===== src/rtl/hex_keypad_emulator.sv =====
// Behavioural 4x4 hex keypad for scanner bring-up: presses one key per
// req/ack command, with contact chatter, a stable hold and a release gap.
module hex_keypad_emulator #(
  parameter int BOUNCE_CYCLES = 4,
  parameter int HOLD_CYCLES   = 60,
  parameter int GAP_CYCLES    = 20,
  parameter int CW            = 16
) (
  input  logic       clock,
  input  logic       reset,
  input  logic [3:0] key_code,
  input  logic       key_req,
  output logic       key_ack,
  input  logic       key_abort,
  output logic       busy,
  output logic       done,
  input  logic [3:0] Col,
  output logic [3:0] Row
);

  typedef enum logic [2:0] {
    IDLE       = 3'd0,
    BOUNCE_IN  = 3'd1,
    HOLD       = 3'd2,
    BOUNCE_OUT = 3'd3,
    GAP        = 3'd4
  } state_t;

  localparam bit            HAS_BOUNCE  = (BOUNCE_CYCLES > 0);
  localparam logic [CW-1:0] BOUNCE_LOAD = CW'((BOUNCE_CYCLES > 0) ? BOUNCE_CYCLES - 1 : 0);
  localparam logic [CW-1:0] HOLD_LOAD   = CW'(HOLD_CYCLES - 1);
  localparam logic [CW-1:0] GAP_LOAD    = CW'(GAP_CYCLES - 1);

  state_t        state_reg, state_next;
  logic [CW-1:0] cnt_reg, cnt_next;
  logic [3:0]    code_reg, code_next;
  logic          ack_reg, ack_next;
  logic          contact;
  logic          phase_end;
  logic          bounce_odd;

  always_ff @(posedge clock or negedge reset) begin
    if (!reset) begin
      state_reg <= IDLE;
      cnt_reg   <= '0;
      code_reg  <= 4'h0;
      ack_reg   <= 1'b0;
    end else begin
      state_reg <= state_next;
      cnt_reg   <= cnt_next;
      code_reg  <= code_next;
      ack_reg   <= ack_next;
    end
  end

  assign phase_end = (cnt_reg == '0);

  always_comb begin
    state_next = state_reg;
    cnt_next   = phase_end ? cnt_reg : cnt_reg - CW'(1);
    code_next  = code_reg;
    ack_next   = 1'b0;
    case (state_reg)
      IDLE: begin
        cnt_next = '0;
        if (key_req) begin
          code_next = key_code;
          ack_next  = 1'b1;
          if (HAS_BOUNCE) begin
            state_next = BOUNCE_IN;
            cnt_next   = BOUNCE_LOAD;
          end else begin
            state_next = HOLD;
            cnt_next   = HOLD_LOAD;
          end
        end
      end
      BOUNCE_IN: begin
        if (key_abort) begin
          state_next = GAP;
          cnt_next   = GAP_LOAD;
        end else if (phase_end) begin
          state_next = HOLD;
          cnt_next   = HOLD_LOAD;
        end
      end
      HOLD: begin
        // Abort wins over the normal end of hold, so BOUNCE_OUT is skipped.
        if (key_abort) begin
          state_next = GAP;
          cnt_next   = GAP_LOAD;
        end else if (phase_end) begin
          if (HAS_BOUNCE) begin
            state_next = BOUNCE_OUT;
            cnt_next   = BOUNCE_LOAD;
          end else begin
            state_next = GAP;
            cnt_next   = GAP_LOAD;
          end
        end
      end
      BOUNCE_OUT: begin
        if (key_abort || phase_end) begin
          state_next = GAP;
          cnt_next   = GAP_LOAD;
        end
      end
      GAP: begin
        if (phase_end) begin
          state_next = IDLE;
          cnt_next   = '0;
        end
      end
      default: begin
        state_next = IDLE;
        cnt_next   = '0;
      end
    endcase
  end

  // Odd position within a bounce phase, counted from the phase's first cycle.
  assign bounce_odd = BOUNCE_LOAD[0] ^ cnt_reg[0];

  always_comb begin
    contact = 1'b0;
    busy    = 1'b1;
    done    = 1'b0;
    case (state_reg)
      IDLE:       busy    = 1'b0;
      BOUNCE_IN:  contact = ~bounce_odd;
      HOLD:       contact = 1'b1;
      BOUNCE_OUT: contact = bounce_odd;
      GAP:        done    = phase_end;
      default:    busy    = 1'b0;
    endcase
  end

  assign key_ack = ack_reg;

  for (genvar gi = 0; gi < 4; gi++) begin : g_row
    assign Row[gi] = contact && (code_reg[3:2] == 2'(gi)) && Col[code_reg[1:0]];
  end

endmodule


===== config.mk =====
export PLATFORM = sky130hd
export DESIGN_NAME = hex_keypad_emulator
export DESIGN_NICKNAME = d
export VERILOG_FILES = /design/src/rtl/hex_keypad_emulator.sv
export SDC_FILE = /design/constraint.sdc
export NUM_CORES = 1
export LEC_CHECK = 0
export ABC_CLOCK_PERIOD_IN_PS = 3300
export BUFFER_PORTS_ARGS = -buffer_cell sky130_fd_sc_hd__buf_2
export CORE_AREA = 2 2 64 66
export DETAILED_ROUTE_END_ITERATION = 8
export DIE_AREA = 0 0 66 68
export HOLD_SLACK_MARGIN = 0.03
export PLACE_DENSITY_LB_ADDON = 0.08
export REMOVE_ABC_BUFFERS = 1
export SLEW_MARGIN = 15
export SYNTH_ARGS = -nofsm -noshare
export SYNTH_HDL_FRONTEND = slang
export SYNTH_SLANG_ARGS = --single-unit
export TNS_END_PERCENT = 30

===== constraint.sdc =====
create_clock -name clock -period 3.3 [get_ports clock]
set_clock_uncertainty 0.2 [all_clocks]
set_input_delay 0.33 -clock clock [delete_from_list [all_inputs] [get_ports clock]]
set_output_delay 0.33 -clock clock [all_outputs]
set_load 0.005 [all_outputs]

==> reports/metrics.yaml <==
outcome: "complete, no violations"
rows: 23
clkSlewWorstSetupHoldPaths_ns: 0.08
max-cap-violations: 0
wl_um: 3272
area_delta_synth_final_pct: 13.43
yosysTopAreaCell: "dfrtp_1"
die_w_um: 66
slew_headroom_pct: 50.09
nFillCells: 402
tightest_slew_ns: 0.7436
clk_latency_ns: 0.27
async_reset_ff_share_pct: 100.0
ys.flop_type: "dfrtp_1"
drive_above_1_share_pct: 18.39
synth-seq-cells: 24
post_drt_wl_per_cell_um: 14.61
antenna_found_initial: 0
stdcell_area_um2: 1649
syn_avg_cell_area_um2: 9.260
crit_fanout: 9
netlist_instances: 157
synth_area_um2: 1454
final_nets: 190
rsz0062_at_grt: "no"
ys_types: 43
grt_pass1_wl_um: 5499
h-tree-depth: 1
drt-initial-drc-count: 32
dieArea_um2: 4488
crit_chain: "inv_1, ha_1, nor4b_4, buf_4, and4_1, inv_2, nor3_1, buf_2"
setup_slack_ns: 0.5628
power_per_cell_area_nw_per_um2: 987.9
start_util_pct: 37.70
place.gp.congestion: 0.7571
synth_top_area_share_pct: 41.31
largest_register_ffs: 16
drc: 0
placed_cell_area_um2: 1584
fin_crit_sh_pct: 82.95
power_leakage_nw: 0.7106
vias_per_cell: 5.607
ctsRootBufferMaster: "clkbuf_8"
cp_slowest_cell: "dfrtp_1"
setup_viol: 0
num_vias: 1256
crit_path_start_kind: "flop"
path_class: "flop to primary output"
grt_max_degree: 25
hp-class: "input port to flop"
ant_nets: 0
hpwl_um: 2366
seqCellArea_um2: 600.6
grt_usage_pct: 16.08
max_freq_mhz: 365.3
seq_area_frac_synth_pct: 41.31
critPathRequiredTime_ns: 2.77
cts.sinks: 24
overflow: 0
numCtsBuffers: 3
drt-pass1-iter-count: 4
grt_pass1_vias: 1198
arrival_ns: 2.21
port_buffers: 18
slowest_delay_ns: 0.43
synthTopCellsByArea: "dfrtp_1 (41%), nor2_1 (4.9%), xor2_1 (4.2%), xnor2_1 (3.0%), a21oi_1 (2.8%)"
die_height_um: 68
period_minus_slack_ns: 2.737
crit_path_end_kind: "primary output"
ir_worst_vdd_uv: 361.9
antenna_cells: 0
clockBufferDepth: 2
critPathBufInv: 4
synth_edf_count: 0
timing.hold.ws_ns: 0.08867
utilization_pct: 42.76
ys_warn_count: 0
final_max_slew_viol_count: 0
finalSetupTns_ns: 0
cts_tree: "done"
pin_count: 19
multi_input_area_um2: 789.5
fp.coreArea_um2: 3856
crit_family: "simple AND/OR/NAND/NOR gates"
hold_viol_final: 0
dp_slack_ns: 0.5847
==> layer usage <==
metal / global-route usage [%] / part of all wire (%)
met1: 21.49 / 50
met2: 27.15 / 47
met3: 1.974 / 2.3
met4: 5.357 / 1.1
met5: 0 / 0
==> metrics by stage <==
step,total power [mW],cells
5_1_grt,1.787,224
3_3_place_gp,1.416,219
6_report,1.629,224
3_5_place_dp,1.435,219
4_1_cts,1.645,224
2_1_floorplan,1.192,150
==> placed cells by master, fill, tap and decap left out, types with 5 or more instances in the layout <==
cell type  synthesis  final
a21oi_1            8      8
buf_2              0     18
dfrtp_1           24     24
inv_1              8      8
nand2_1            6      6
nand4_1            5      5
nor2_1            19     19
nor3_1             7      7
nor4_1             5      5
o21ai_0            5      5
xnor2_1            5      5
xor2_1             7      7
==> where the power goes <==
part / internal [mW] / switching, mW
registers: 0.409 / 0.165
clock network: 0.107 / 0.0942
logic: 0.363 / 0.491
==> tightest hold or removal path, stage by stage <==
cell and delay [ns]:
buf_2 0.08, nand2_1 0.04, o21ai_0 0.07
==> synthesized netlist by cell type (3+ instances only) <==
library cell and count:
nand3b_1 3, o21ai_0 5, clkbuf_1 6, nand2_1 6, o311ai_0 3, dfrtp_1 24, o211ai_1 3, inv_1 8
a21oi_1 8, nor2_1 19, nor3_1 7, nand4_1 5, xor2_1 7, nand3_1 4, nor4_1 5, ha_1 3
o31ai_1 4, xnor2_1 5
==> repair_timing <==
item,4_1_cts,5_1_grt
hold buffers,1,0
endpoints found under the hold margin,24,0
setup endpoints to repair,0,0
resized for setup,0,0
setup buffers,0,0
==> final cells by class <==
type	instances	area share [%]
tap	50	3.794
clock buffer	4	3.338
inverter	9	2.049
multi-input combinational	117	47.88
sequential	24	36.42
timing repair buffer	20	6.525
==> path summary, 6_finish.rpt <==
kind | end | depth (start not counted) | startpoint | slack, ns
setup reg to reg | cnt_reg[0] | 10 | cnt_reg[0] | 0.57
hold reg to reg | code_reg[1] | 1 | code_reg[1] | 0.33
max in group asynchronous | cnt_reg[0] | 2 | reset | 2.14
min in group asynchronous | cnt_reg[4] | 2 | reset | 0.38
hold / removal | code_reg[2] | 3 | key_code[2] | 0.09
setup / recovery | done | 8 | cnt_reg[0] | 0.56
==> kinds of logic after synthesis <==
kind of cell	after synthesis	synth area share [%]
compound gates	34	16.01
xor+xnor	12	7.229
fa+ha+maj	3	2.582
buf+inv	16	4.389
flops	24	41.31
mux	3	3.098
simple gates	65	25.39
Power figures use the tool's default switching activity.
